### src/rtl/down_timer.sv
// Programmable count-down timer with prescaler, one-shot/periodic modes,
// a one-cycle timeout pulse and a sticky interrupt flag.
module down_timer #(
  parameter int unsigned WIDTH = 16,
  parameter int unsigned PRE_W = 16
) (
  input  logic             clk,
  input  logic             rst,
  input  logic             start,
  input  logic             stop,
  input  logic             periodic,
  input  logic [WIDTH-1:0] load,
  input  logic [PRE_W-1:0] prescale,
  input  logic             irq_clear,
  output logic [WIDTH-1:0] count,
  output logic             running,
  output logic             timeout,
  output logic             irq
);

  typedef enum logic [1:0] {StIdle, StRun, StExpired} state_e;

  localparam logic [WIDTH-1:0] CountOne = WIDTH'(1);
  localparam logic [PRE_W-1:0] PreOne   = PRE_W'(1);

  state_e           state_q;
  logic [WIDTH-1:0] load_q;
  logic [PRE_W-1:0] pre_q;
  logic             periodic_q;
  logic [PRE_W-1:0] pre_cnt_q;
  logic             start_ok;

  assign start_ok = start && !stop && (load != '0);

  always_ff @(posedge clk) begin
    if (rst) begin
      state_q    <= StIdle;
      load_q     <= '0;
      pre_q      <= '0;
      periodic_q <= 1'b0;
      pre_cnt_q  <= '0;
      count      <= '0;
      running    <= 1'b0;
      timeout    <= 1'b0;
      irq        <= 1'b0;
    end else begin
      timeout <= 1'b0;
      // A coincident expiry below overrides this clear.
      if (irq_clear) irq <= 1'b0;

      if (start_ok) begin
        load_q     <= load;
        pre_q      <= prescale;
        periodic_q <= periodic;
        count      <= load;
        pre_cnt_q  <= '0;
        state_q    <= StRun;
        running    <= 1'b1;
      end else if (state_q == StRun) begin
        if (stop) begin
          // Freeze the count; any tick due this edge is dropped.
          state_q   <= StIdle;
          running   <= 1'b0;
          pre_cnt_q <= '0;
        end else if (pre_cnt_q == pre_q) begin
          pre_cnt_q <= '0;
          if (count > CountOne) begin
            count <= count - CountOne;
          end else begin
            timeout <= 1'b1;
            irq     <= 1'b1;
            if (periodic_q) begin
              count <= load_q;
            end else begin
              count   <= '0;
              state_q <= StExpired;
              running <= 1'b0;
            end
          end
        end else begin
          pre_cnt_q <= pre_cnt_q + PreOne;
        end
      end
    end
  end

endmodule

### config.mk
export PLATFORM = sky130hd
export DESIGN_NAME = down_timer
export DESIGN_NICKNAME = d
export VERILOG_FILES = /design/src/rtl/down_timer.sv
export SDC_FILE = /design/constraint.sdc
export NUM_CORES = 1
export LEC_CHECK = 0
export CAP_MARGIN = 20
export CELL_PAD_IN_SITES_DETAIL_PLACEMENT = 0
export CELL_PAD_IN_SITES_GLOBAL_PLACEMENT = 2
export CORE_ASPECT_RATIO = 0.8
export CORE_MARGIN = 5
export CORE_UTILIZATION = 31
export DETAILED_ROUTE_END_ITERATION = 10
export PLACE_DENSITY_LB_ADDON = 0.1
export REMOVE_ABC_BUFFERS = 1
export SYNTH_ARGS = -nofsm -noshare
export SYNTH_HDL_FRONTEND = slang
export SYNTH_SLANG_ARGS = --single-unit
### constraint.sdc
create_clock -name clk -period 3.05 [get_ports clk]
set_clock_uncertainty 0.05 [all_clocks]
set_input_delay 0.61 -clock clk [delete_from_list [all_inputs] [get_ports clk]]
set_output_delay 0.61 -clock clk [all_outputs]
set_load 0.01 [all_outputs]
# Yosys cells after proc, flatten, opt, wreduce, memory -nomap -nowiden
# Cells that the tools add are included.
# totals
input_bits	38
output_inout_bits	19
register_bits	70
elab_cells	62
# op_classes
n_eq_ne	7
n_reduce_logical	13
muxes	27
bitwise_logic	2
n_lt_le_gt_ge	1
addsub	2
# ops
op	count
$mux W16	8
$add A16 B1 Y16 const B	1
$eq A16 B16 Y1	1
$gt A16 B1 Y1 const B	1
$reduce_bool A16 Y1	1
$sub A16 B1 Y16 const B	1
$mux W1	15
$mux W2	4
$reduce_and A4 Y1	2
$reduce_bool A2 Y1	3
$reduce_or A5 Y1	1
$ne A2 B2 Y1 const B	2
$ne A3 B2 Y1 const B	1
$ne A3 B3 Y1 const B	1
$reduce_and A3 Y1	1
$reduce_bool A3 Y1	1
$eq A2 B1 Y1 const B	1
$logic_and A1 B1 Y1	2
$ne A2 B1 Y1 const B	1
$not A1 Y1	2
$reduce_or A2 Y1	1
$logic_not A1 Y1	1

# Depth between registers and ports, before layout
# Gate-level depths: netlist (run 1).
# depth
depth_word	6
depth_mapped	10
mapped_depth_nobuf	8

# Worst setup path after synthesis (run 1)
# OpenSTA, ideal clock, no wires.
# synth_path
path_type	input -> register
startpoint	input port load[3]
endpoint	register count[15]
path_buffers	1
slack_ns	0.815
stages	7
arrival_ns	2.098
setup_ns	0.087
required_time_ns	2.913
path_cell_list	nor4_1 > a41oi_1 > or2_2 > clkbuf_1 > a21oi_1 > a22oi_1 > o31ai_1
# synth_via
elab_chain_len	4
elab_cells_between_ends	7
classes_between	1 x eq/ne; 1 x mux; 5 x reduce/logical
# synth_lines
element	line	source
from (decl)	12	input logic [WIDTH-1:0] load,
$reduce_bool A16 Y1 *	33	assign start_ok = start && !stop && (load != '0);
$logic_and A1 B1 Y1 *	33	
$ne A2 B1 Y1 (no source line) / $reduce_bool A2 Y1 (equally long branches)	-	
$reduce_and A3 Y1 (no source line)	-	
to (signal assigned)	55	count <= load;
to (signal assigned)	68	count <= count - CountOne;
to (signal assigned)	73	count <= load_q;
to (decl)	15	output logic [WIDTH-1:0] count,
# Every way passes the cells marked *; elsewhere a longest branch is shown, timed or not.
# A chain may end at the register's enable or synchronous reset.

# Final worst setup path (run 1)
# layout_path
startpoint	input port load[7]
endpoint	register count[12]
# Same word-level chain as after synthesis.

==> flow_results.org, run 1 <==
** Critical path
- The worst register-to-register path begins at count[11]$_SDFFE_PP0P_.
- Ordered list of cells on the worst path :: clkdlybuf4s50_1 -> nor4_2 -> buf_4 -> a41oi_4 -> nor2_1 -> a32oi_1 -> o21ai_0
- Terminus of the critical flop-to-flop path :: count[0]$_SDFFE_PP0P_
- Data on the critical path arrives at its endpoint at 2.90 ns.
- The largest single stage delay on the critical path is 0.59 ns.
- In this run the worst path has a maximum fanout of 8.
- Reg-to-reg slack, setup :: 0.56 ns
- In this run the worst setup path begins at load[7].
- Data on the critical path is required at its endpoint by 3.25 ns.
- Number of cells on the worst reg-to-reg path :: 7
- The worst setup path is captured at a flip-flop.
- For this design, the slowest cell found on the critical path is nor2_1.
- The worst setup path is launched from an input pin.
- The worst setup path is of the in2reg kind.
- Capture point of the worst path :: count[12]$_SDFFE_PP0P_

** Flow run
- Number of violations of the max-capacitance limit :: 0

** Global route
- Number of global-route vias before repair :: 3340
- Global routing finished with a remaining overflow of 0.
- The first global-routing pass estimated 19.3 mm of wire.
- Global routing used 18.0% of the available tracks.
- Antenna violations before repair :: 0
- Largest net degree at the start of global routing :: 41

** Floorplanning
- Area of the die :: 0.0139 mm^2
- Die extent in x :: 131 um
- Standard-cell rows :: 35
- 57 I/O pins were placed.
- Floorplan die height :: 107 um
- The total area inside the core boundary comes to 0.0115 mm^2.
- For this configuration, the core starts out at a cell density of 31.5%.

** Pwr
- Power, Total :: 2.43 mW
- Fraction of power spent switching nets :: 27.3%
- In this run the static leakage power is 1.59 nW.
- Per report_power, the clock group accounts for 41.4% of the total.
- Sw power :: 662 uW
- The internal power of the cells totals 1.77 mW.
- Maximum VDD drop :: 303 uV
- Portion of total power attributed to sequential cells :: 40.2%
- Proportion of power drawn by combinational gates :: 18.4%
- Power spread over the standard cell area amounts to 519 mW/mm^2.

** Finish
- Growth of design area from synthesis to finish :: 29.6%
- Layout fillers :: 1212
- After routing the design area is 0.00468 mm^2.
- Diode count :: 0
- After the last flow step, the layout net total stands at 558.
- Layout cells sized above 1 :: 10.0%
- Combined area of the multi-input logic cells :: 0.00206 mm^2
- Summing all flip-flop and latch instances after layout gives 0.00138 mm^2.

** Routing
- Summed over all nets, wire length on met2 after detailed routing comes to 4.86 mm.
- The detailed router finished its first iteration with 222 violations.
- Routed wire length :: 12.1 mm
- Drt first pass iters :: 4
- Antenna violation net count after detailed routing :: 0
- Vias post-DR :: 3479
- Post-route DRC violation count :: 0
- In the routed layout, each cell is associated on average with a via count of 5.21.
- In the final routing, the length of wire on met1 measures 6.35 mm.
- Top layer reached by signal wires :: met4
- Met3 wirelength from detailed routing :: 797 um
- Routed length per placed instance :: 18.1 um

** Synth
- Cell type with the largest total area after synthesis :: dfxtp_1
- Number of warnings printed during yosys synthesis :: 0
- Top area cells in the synthesized netlist :: dfxtp_1, nand2_1, a21oi_1, xnor2_1, nor2_1
- The synthesized netlist occupies a cell area of 0.00361 mm^2.
- Synthesis produced a netlist whose cell count is 455.
- Counting flops with a built-in enable in the synthesized netlist gives 0.
- The share of the Yosys chip area taken by registers is 38.3%.
- After synthesis, the mean cell area works out to 7.93 um^2.
- Of all flip-flops after synthesis, the portion carrying an async set or reset was 0%.
- Synth unique cells :: 53
- Share of the synthesized area in the top cell type :: 38.3%
- For this run, the leading register cell type out of synthesis is dfxtp_1.
- After synthesis the netlist holds a flip-flop and latch count of 69.

** Timing
- Setup repair after global routing missed its margin :: no
- The number of endpoints with negative hold slack in the final report came to 0.
- Final Max Slew Viols :: 0
- Setup violations remaining at the end of the flow were counted as 0.
- In the final timing run, aggregate negative setup slack is 0 ns.
- Max Fclk :: 0.371 GHz
- Final period utilization :: 88.4%
- For the pin with the worst max-slew slack, the measured transition is 0.933 ns.
- The worst path needs 2.70 ns of the cycle, external delays included.
- In this run the tightest slew margin relative to its limit is 37.5%.

** Placed design
- Instance area after placement :: 0.00438 mm^2
- Routability-driven placement finished with a final weighted congestion of 0.790.
- In this run the tool buffered the top-level ports with 56 buffer cells.
- Placed wire-length estimate :: 8.58 mm

** Clock network
- The clock passes through at most 2 buffers.
- Clock tree from TritonCTS :: built
- Inserted Clock Buffers :: 9
- CTS built an H-tree with a depth of 3.
- At the later pin of the worst-skew pair, clock insertion delay measures 0.33 ns.
- The cell sitting at the root of the clock tree is a clkbuf_16.
- Clock-pin slew was measured on the worst setup and hold paths at 0.05 ns.
- Counting every sink on the clock net gives 69.
- The number of hold buffers added after CTS was 0.

** Status
- Status :: complete, no violations

** Min path
- The path class of the tightest hold or removal check is reg2reg.
-- per-layer routing --
metal	GRT usage (%)	up-vias
li1	-	1753
met1	28.1	1619
met5	0	-
met3	5.88	5
met2	24.0	102
met4	2.79	0
-- synth_stat cells, drive strengths merged, types with 5 or more instances --
cell    number
a21oi       50
xnor2       21
nor2        28
nor4        11
o21a         5
or4          6
nand4       11
buf          8
nand3b       5
o21ai       20
nor3        18
inv          6
nand2       85
a31oi        8
nand3       17
dfxtp       69
and3         7
a22oi        9
nand2b       7
clkbuf      18
-- what timing repair did --
| item | 4_1_cts | 5_1_grt |
|---|---|---|
| endpoints found under the setup margin | 0 | 4 |
| setup buffers | 0 | 0 |
| resized for setup | 0 | 1 |
-- cells in the final DEF (no fill, tap or decap), drive strengths merged, types with 8 or more instances in the layout --
cell type	instances
nand2	85
dfxtp	69
clkdlybuf4s50	56
a21oi	50
nor2	28
buf	22
xnor2	21
o21ai	20
nor3	18
nand3	17
clkbuf	13
nand4	11
nor4	11
a22oi	9
a31oi	8
-- cells by family after synthesis --
kind of cell | after synthesis | share of synthesized area (%)
buffers and inverters | 33 | 5.24
multiplexers | 2 | 0.555
adder cells (fa/ha/maj) | 3 | 1.04
XOR/XNOR | 25 | 6.07
AO/OA/AOI/OAI | 115 | 19.5
flip-flops | 69 | 38.3
AND/OR/NAND/NOR | 208 | 29.3
-- worst min-delay path by stage --
| stage | slack [ns] | start | endpoint | depth (start not counted) |
|---|---|---|---|---|
| after detailed placement | 0.39 | load_q[1]$_SDFFE_PP0P_ | load_q[1]$_SDFFE_PP0P_ | 2 |
| after global routing | 0.43 | load_q[5]$_SDFFE_PP0P_ | load_q[5]$_SDFFE_PP0P_ | 2 |
| after floorplan | 0.38 | load_q[1]$_SDFFE_PP0P_ | load_q[1]$_SDFFE_PP0P_ | 2 |
| after global placement | 0.39 | load_q[1]$_SDFFE_PP0P_ | load_q[1]$_SDFFE_PP0P_ | 2 |
| after CTS | 0.40 | load_q[1]$_SDFFE_PP0P_ | load_q[1]$_SDFFE_PP0P_ | 2 |
| final | 0.40 | load_q[1]$_SDFFE_PP0P_ | load_q[1]$_SDFFE_PP0P_ | 2 |
-- power by group through the flow --
stage | Sequential (mW) | Clock, mW | Combinational, mW
6_report | 0.976 | 1.01 | 0.447
5_1_grt | 0.980 | 1.07 | 0.490
3_3_place_gp | 0.994 | 0 | 0.447
4_1_cts | 0.975 | 1.03 | 0.450
2_1_floorplan | 0.990 | 0 | 0.234
3_5_place_dp | 0.995 | 0 | 0.448
-- metrics by stage --
stage	hold WS (ns)	utilization [%]	worst slack, ns	std cells
final	0.397	40.8	0.354	668
after global routing	0.429	40.8	0.148	668
after CTS	0.400	40.7	0.182	668
after detailed placement	0.392	38.2	-0.150	654
after global placement	0.388	38.2	-0.201	654
after floorplan	0.376	-	-0.206	428
-- state kept, by name, indices dropped and copies added (netlist names) --
register / cells
load_q: 16
count: 16
timeout: 1
pre_cnt_q: 16
irq: 1
state_q: 2
pre_q: 16
periodic_q: 1
-- worst max-delay path: cells and delay by family --
| kind | cells | cell delay [ns] |
|---|---|---|
| and+or+nand+nor | 2 | 1.08 |
| AOI/OAI and AO/OA | 3 | 0.49 |
| buffers and inverters | 2 | 0.71 |
-- layout make-up --
| cell class | count | share of cell area, % |
|---|---|---|
| timing repair buffer | 78 | 15.8 |
| clock buffer | 13 | 5.99 |
| tap | 148 | 3.96 |
| inverter | 6 | 0.482 |
| multi-input combinational | 353 | 44.1 |
| sequential | 69 | 29.5 |
| clock inverter | 1 | 0.107 |
(Power assumes the default switching activity.)
==> run 2: changes to the inputs <==
Settings changed: CTS_BUF_LIST set to sky130_fd_sc_hd__clkbuf_16.
==> run 2 against run 1 <==
Compared with the run above: hold slack about the same; via count up 0.49%; clock-buffer cell count down 4; global-route usage about the same; power down 4.2%; highest routed layer unchanged.
==> flow_results.org, run 2 (synthesis gave the netlist of run 1 again) <==
** Status
- The flow ran to the end, and the final reports show no timing, DRC or antenna violations.

** Routing
- The highest metal layer carrying signal wires in the routed design is met4.
- Number of vias per cell after detailed routing :: 5.23 (+0.49%)
- The total DRC errors in the routed layout came to 0 (unchanged).
- The met2 wire length came to 4.90 mm (+0.82%).
- The met3 wirelength from detailed routing is 859 um (+7.8%).
- The routed wirelength normalized by instance count came to 18.1 um (+0.26%).
- The post-detailed-routing wire length came to 12.1 mm (+0.26%).
- The number of nets still failing antenna checks after routing is 0 (unchanged).
- The number of iterations in the first detailed-routing pass was 4 (unchanged).
- The routed length on met1 is 6.27 mm (-1.2%).
- Vias post-DR :: 3496 (+0.49%)
- Number of violations reported at the end of detailed-routing iteration 0 :: 186 (-16%)

** Global route
- Number of global-route vias before repair :: 3356 (+0.48%)
- Largest net degree at the start of global routing :: 41 (unchanged)
- The initial antenna violation count came to 0 (unchanged).
- Total global routing overflow :: 0 (unchanged)
- Overall fraction of global-route tracks in use :: 18.0% (+0.042 points)
- Wire length of the first global-routing pass :: 19.4 mm (+0.28%)

** Pwr
- Pwr dens :: 502 mW/mm^2 (-3.3%)
- The cell-internal power is 1.66 mW (-5.7%).
- Fraction of power spent switching nets :: 28.5% (+1.2 points)
- The sequential group share of total power came to 41.9% (+1.7 points).
- The static leakage power was 1.57 nW (-1.4%).
- The switching power is 662 uW (about the same).
- Maximum VDD drop :: 285 uV (-5.8%)
- Proportion of power drawn by combinational gates :: 19.3% (+0.9 points)
- The clock share of power is 38.8% (-2.6 points).

** Clock network
- Resize count post-CTS :: 0 (unchanged)
- The depth of the CTS H-tree came to 3 (unchanged).
- # clock sinks :: 69 (unchanged)
- The clock latency reported for the late side of the worst-skew pair is 0.33 ns (about the same).
- The number of buffers added by the clock tree synthesis step was 9 (unchanged).
- Clock tree from TritonCTS :: built
- CTS placed an instance of clkbuf_16 at the clock tree root.
- Clk buf depth :: 2 (unchanged)
- Post-CTS setup buffer count :: 0 (unchanged)
- The number of buffers inserted by hold repair at cts was 0 (unchanged).
- The clock-pin slew reported for the worst setup and hold paths after clock tree synthesis was 0.05 ns (about the same).

** Finish
- Layout cells sized above 1 :: 9.23% (-0.77 points)
- From synthesis to final layout, the design area changed by 28.5%.
- Final design instance area without fill :: 0.00464 mm^2 (-0.86%)
- The top cell types in the final layout, fill and taps aside, are nand2_1, dfxtp_1, clkdlybuf4s50_1.
- Leaving out fill and tap cells, the most frequent cell in the layout is nand2_1.
- The count of nets after finishing was 558 (unchanged).
- Diode count :: 0 (unchanged)

** Critical path
- The worst setup path is captured at a flip-flop.
- The endpoint required time on the critical path is 3.25 ns (about the same).
- Worst setup path category :: in2reg
- Maximum fanout encountered on the critical timing path :: 8 (unchanged)
- Reg-to-reg slack, setup :: 0.57 ns (about the same)
- The worst setup path is launched from an input pin.
- The arrival time at the worst endpoint is 2.90 ns (about the same).

** Floorplanning
- The number of rows created at floorplan was 35 (unchanged).
- Core area :: 0.0115 mm^2 (unchanged)
- Number of top-level design ports :: 57 (unchanged)
- Floorplan die height :: 107 um (unchanged)
- The die outline area came to 0.0139 mm^2 (unchanged).
- The width of the chip came to 131 um (unchanged).
- The initial cell density of the core is 31.5% (unchanged).

** Timing
- Setup repair after global routing missed its margin :: no
- The transition at the pin with the smallest max-transition slack was 0.944 ns (+0.0102 ns).
- The headroom to the max-slew limit was 36.9% (-0.68 points).
- The number of endpoints with negative hold slack in the final report came to 0 (unchanged).
- Setup violators final :: 0 (unchanged)
- Minimum period implied by the final worst setup slack :: 2.70 ns (+0.00215 ns)
- Setup ws final :: 0.352 ns (-0.00215 ns)
- Final period utilization :: 88.5% (about the same)
- Max Fclk :: 0.371 GHz (about the same)
- The count of final max-slew check failures came to 0 (unchanged).

** Placed design
- The area of placed instances was 0.00438 mm^2 (unchanged).
- The number of buffers inserted by port buffering came to 56 (unchanged).
- Routability cong. :: 0.790 (unchanged)
- The minimum setup slack after placement was -0.150 ns (unchanged).
- The HPWL after detailed placement came to 8.58 mm (unchanged).

** Min path
- Path class of the lowest-slack min-delay path :: reg2reg

** Flow run
- Number of violations of the max-capacitance limit :: 0 (unchanged)
-- run 2: cell count changes in the layout (fill, tap and decap cells not counted), sizes merged --
cell / before / now
clkinv: 1 / 5
clkbuf: 13 / 9
-- run 2: worst paths after layout --
kind                                        startpoint                      to  depth (start not counted)
worst min-delay path            load_q[1]$_SDFFE_PP0P_  load_q[1]$_SDFFE_PP0P_                          2
worst min register to register  load_q[1]$_SDFFE_PP0P_  load_q[1]$_SDFFE_PP0P_                          2
worst max register to register  count[11]$_SDFFE_PP0P_  count[12]$_SDFFE_PP0P_                          7
worst max-delay path                           load[7]  count[12]$_SDFFE_PP0P_                          7
-- run 2: per-layer routing --
metal  up-vias  global-route usage [%]
li1       1751                       -
met1      1637                    28.1
met2       101                    24.1
met3         7                    5.88
met4         0                    2.79
met5         -                       0
-- run 2: through the flow --
step	cells	power (mW)	setup TNS [ns]	hold slack, ns	util, %
2_1_floorplan	428	1.22	-1.64	0.376	-
3_3_place_gp	654	1.44	-4.54	0.388	38.2
3_5_place_dp	654	1.44	-2.46	0.392	38.2
4_1_cts	668	2.35	0	0.400	40.3
5_1_grt	668	2.43	0	0.429	40.4
6_report	668	2.33	0	0.397	40.4
-- run 2: power groups by stage --
stage	Sequential (mW)	Clock [mW]	Combinational (mW)
final	0.976	0.903	0.448
after global routing	0.980	0.962	0.491
after CTS	0.975	0.926	0.451
after detailed placement	0.995	0	0.448
after global placement	0.994	0	0.447
after floorplan	0.990	0	0.234
-- run 2: final cells by class --
cell class,count,area (um^2)
repair buffers,78,738
clock inverters,5,20.0
clock buffers,9,225
inverters,6,22.5
fillers,1225,6840
well taps,148,185
multi-input cells,353,2060
flip-flops and latches,69,1380
-- run 2: critical path, cell delays in order --
cell and delay (ns):
clkdlybuf4s50_1 0.51, nor4_2 0.49, buf_4 0.21, a41oi_4 0.16, nor2_1 0.58, a32oi_1 0.20
o21ai_0 0.13
==> run 3: changes to the inputs <==
Settings changed: CORE_UTILIZATION 31 to 28.
Clock period 3.05 ns to 2.31 ns, I/O delays scaled along.
==> run 3 against run 2 <==
Compared with the run above: utilization increased by 0.14 points; hold slack improved by 0.0011 ns; routed wire length increased by 4.1%; flip-flop and latch count unchanged; largest cell class unchanged; critical endpoint is now pre_cnt_q[12]$_SDFFE_PP0N_; design area increased by 11%; critical path depth increased by 1; highest routed layer unchanged; die area increased by 9.8%; combinational power increased by 49%.
==> flow_results.org, run 3 (synthesis gave the netlist of run 1 again) <==
** Finish
- The count of nets after finishing is 615 (+10%).
- Combined area of the multi-input logic cells :: 0.00207 mm^2 (+0.42%)
- The share of cells above drive strength 1 came to 19.5% (+10 points).
- Highest-count cells in the layout ignoring fill and taps :: nand2_1, buf_4, dfxtp_1
- Layout fillers :: 1315 (+7.3%)
- Most common library cell in the layout ignoring fill and taps :: nand2_1
- Flip-flop and latch area :: 0.00138 mm^2 (about the same)
- Final standard cell count with taps included and fillers excluded :: 754 (+13%)
- Compared with the post-synthesis result, the final layout area differs by 43.0%.
- The diode insertion count for antenna repair came to 0 (unchanged).
- The final design utilization came to 40.5% (+0.14 points).

** Timing
- The headroom to the max-slew limit was 60.8% (+24 points).
- Final period utilization :: 95.0%
- Worst slew pin tran :: 0.587 ns (-0.356 ns)
- Final Max Slew Viols :: 0 (unchanged)
- Sum Neg Setup Slack :: 0 ns (unchanged)
- Setup repair after global routing missed its margin :: no
- Timing would allow up to 0.456 GHz.
- Final hold viol count :: 0 (unchanged)
- For the finished layout, the period the worst path requires is 2.20 ns.
- The number of failing setup endpoints in the final timing report was 0 (unchanged).

** Critical path
- Family with the most delay on the worst path :: buffers and inverters
- The critical path ends at pre_cnt_q[12]$_SDFFE_PP0N_.
- The setup slack on the worst flop-to-flop path was 0.14 ns (-0.43 ns).
- The worst setup path is captured at a flip-flop.
- The depth of the worst register-to-register path is 7 (unchanged).
- Slowest cell on the critical path :: clkdlybuf4s50_1
- In this run the critical register-to-register path is captured at count[11]$_SDFFE_PP0P_.
- RR Startpoint :: count[11]$_SDFFE_PP0P_
- Cell with the most instances on the worst path :: buf_4
- The maximum fanout count along the critical path was 17 (+9).
- Start point of the critical path :: load[15]
- Path length in cells of the critical path :: 8 (+1)
- Kind of start point of the critical path :: input pin
- Ordered list of cells on the worst path :: clkdlybuf4s50_1 -> nor4_1 -> buf_4 -> buf_4 -> a41oi_4 -> or2_2 -> buf_4 -> a311oi_1
- The largest stage delay on the critical path came to 0.43 ns (-0.15 ns).
- Endpoint arrival time on the critical path :: 2.37 ns (-0.53 ns)
- The critical path buffer and inverter count was 4 (+2).
- The critical path in this run is classified as in2reg.
- Worst path required time :: 2.49 ns (-0.76 ns)

** Placed design
- Post-Place Cells :: 738 (+13%)
- The number of buffers inserted by port buffering is 56 (unchanged).
- Placed wire-length estimate :: 9.39 mm (+9.4%)
- The placer's final routability congestion estimate is 0.818 (+3.6%).

** Routing
- The detailed router's first-iteration violation count was 283 (+52%).
- Antenna violation net count after detailed routing :: 0 (unchanged)
- The total DRC errors in the routed layout is 0 (unchanged).
- Vias post-DR :: 3709 (+6.1%)
- The post-detailed-routing wire length came to 12.6 mm (+4.1%).
- Routed length per placed instance :: 16.7 um (-7.8%)
- Drt first pass iters :: 5 (+1)
- Number of vias per cell after detailed routing :: 4.92 (-6.0%)

** Floorplanning
- Number of top-level design ports :: 57 (unchanged)
- Initial cell density of the core :: 28.3% (-3.1 points)
- The y dimension of the die is 112 um (+4.7%).
- Die extent in x :: 137 um (+4.8%)
- Core area :: 0.0127 mm^2 (+11%)
- The die outline area was 0.0153 mm^2 (+9.8%).
- Standard-cell rows :: 37 (+5.7%)

** Clock network
- The depth of the CTS H-tree came to 3 (unchanged).
- # clock sinks :: 69 (unchanged)
- Clock tree from TritonCTS :: built
- Clock root buffer :: clkbuf_16
- Clock edge transition at the registers on the reported setup and hold paths :: 0.06 ns (about the same)
- Clock latency on the worst-skew pair :: 0.34 ns (about the same)
- Inserted Clock Buffers :: 9 (unchanged)
- The number of buffers inserted by hold repair at cts came to 0 (unchanged).
- The number of buffers on the longest clock path is 2 (unchanged).

** Flow run
- Number of violations of the max-capacitance limit :: 0 (unchanged)

** Global route
- Antenna violations before repair :: 0 (unchanged)
- Number of global-route vias before repair :: 3597 (+7.2%)
- Largest net degree at the start of global routing :: 36 (-12%)
- Overall fraction of global-route tracks in use :: 16.9% (-1.2 points)
- The global-route congestion overflow total came to 0 (unchanged).
- Wire length of the first global-routing pass :: 20.2 mm (+4.3%)

** Pwr
- The worst voltage drop across the vdd grid is 419 uV (+47%).
- Pwr dens :: 657 mW/mm^2 (+31%)
- Power, Total :: 3.39 mW (+46%)
- The static leakage power came to 1.89 nW (+21%).

** Min path
- Hold Path Stages :: 2 (unchanged)
- Path class of the lowest-slack min-delay path :: reg2reg

** Status
- The run finished with clean final reports.
run 3: changes by cell type in the layout (fill, tap and decap cells not counted), sizes merged:
cell	delta
inv	+2
buf	+57
bufinv	+2
clkinv	-2
run 3: where the power goes:
part           switching [mW]  internal (mW)  leakage [nW]
clock network           0.516          0.931         0.162
registers              0.0450           1.24         0.563
logic                   0.350          0.316          1.17
run 3: final cells by class:
cell class	count	share of cell area (%)
Clock buffer	9	4.36
Clock inverter	7	1.60
Inverter	6	0.436
Multi-Input combinational cell	353	40.1
Sequential cell	69	26.8
Tap cell	175	4.24
Timing Repair Buffer	135	22.4
run 3: timing repair:
item | 4_1_cts | 5_1_grt
buffers inserted | 0 | 0
resized for setup | 0 | 7
endpoints found under the setup margin | 0 | 15
run 3: how the worst min path moves through the flow:
| stage | startpoint | to | slack, ns |
|---|---|---|---|
| 4_1_cts | load_q[11]$_SDFFE_PP0P_ | load_q[11]$_SDFFE_PP0P_ | 0.40 |
| 2_1_floorplan | load_q[1]$_SDFFE_PP0P_ | load_q[1]$_SDFFE_PP0P_ | 0.38 |
| 3_5_place_dp | load_q[11]$_SDFFE_PP0P_ | load_q[11]$_SDFFE_PP0P_ | 0.39 |
| 6_report | load_q[2]$_SDFFE_PP0P_ | load_q[2]$_SDFFE_PP0P_ | 0.40 |
| 3_3_place_gp | load_q[11]$_SDFFE_PP0P_ | load_q[11]$_SDFFE_PP0P_ | 0.39 |
| 5_1_grt | load_q[11]$_SDFFE_PP0P_ | load_q[11]$_SDFFE_PP0P_ | 0.42 |
run 3: through the flow:
| stage | worst slack (ns) | cell area (um^2) | hold WS [ns] |
|---|---|---|---|
| after floorplan | -0.798 | 3440 | 0.376 |
| after global placement | -0.246 | 4830 | 0.391 |
| after detailed placement | -0.262 | 4830 | 0.394 |
| after CTS | 0.0605 | 5140 | 0.402 |
| after global routing | 0.00454 | 5160 | 0.416 |
| final | 0.115 | 5160 | 0.398 |
run 3: tightest hold or removal path, delay by kind of cell, from the launching register on:
family | cells | cell delay [ns]
flops | 1 | 0.30
compound gates | 1 | 0.05
simple gates | 1 | 0.05
run 3: routing by layer:
| layer | part of all wire (%) | vias up | global-route usage [%] |
|---|---|---|---|
| li1 | - | 1876 | - |
| met1 | 53 | 1722 | 27.3 |
| met2 | 40 | 101 | 22.3 |
| met3 | 6.0 | 10 | 3.70 |
| met4 | 0.86 | 0 | 3.59 |
| met5 | 0 | - | 0 |
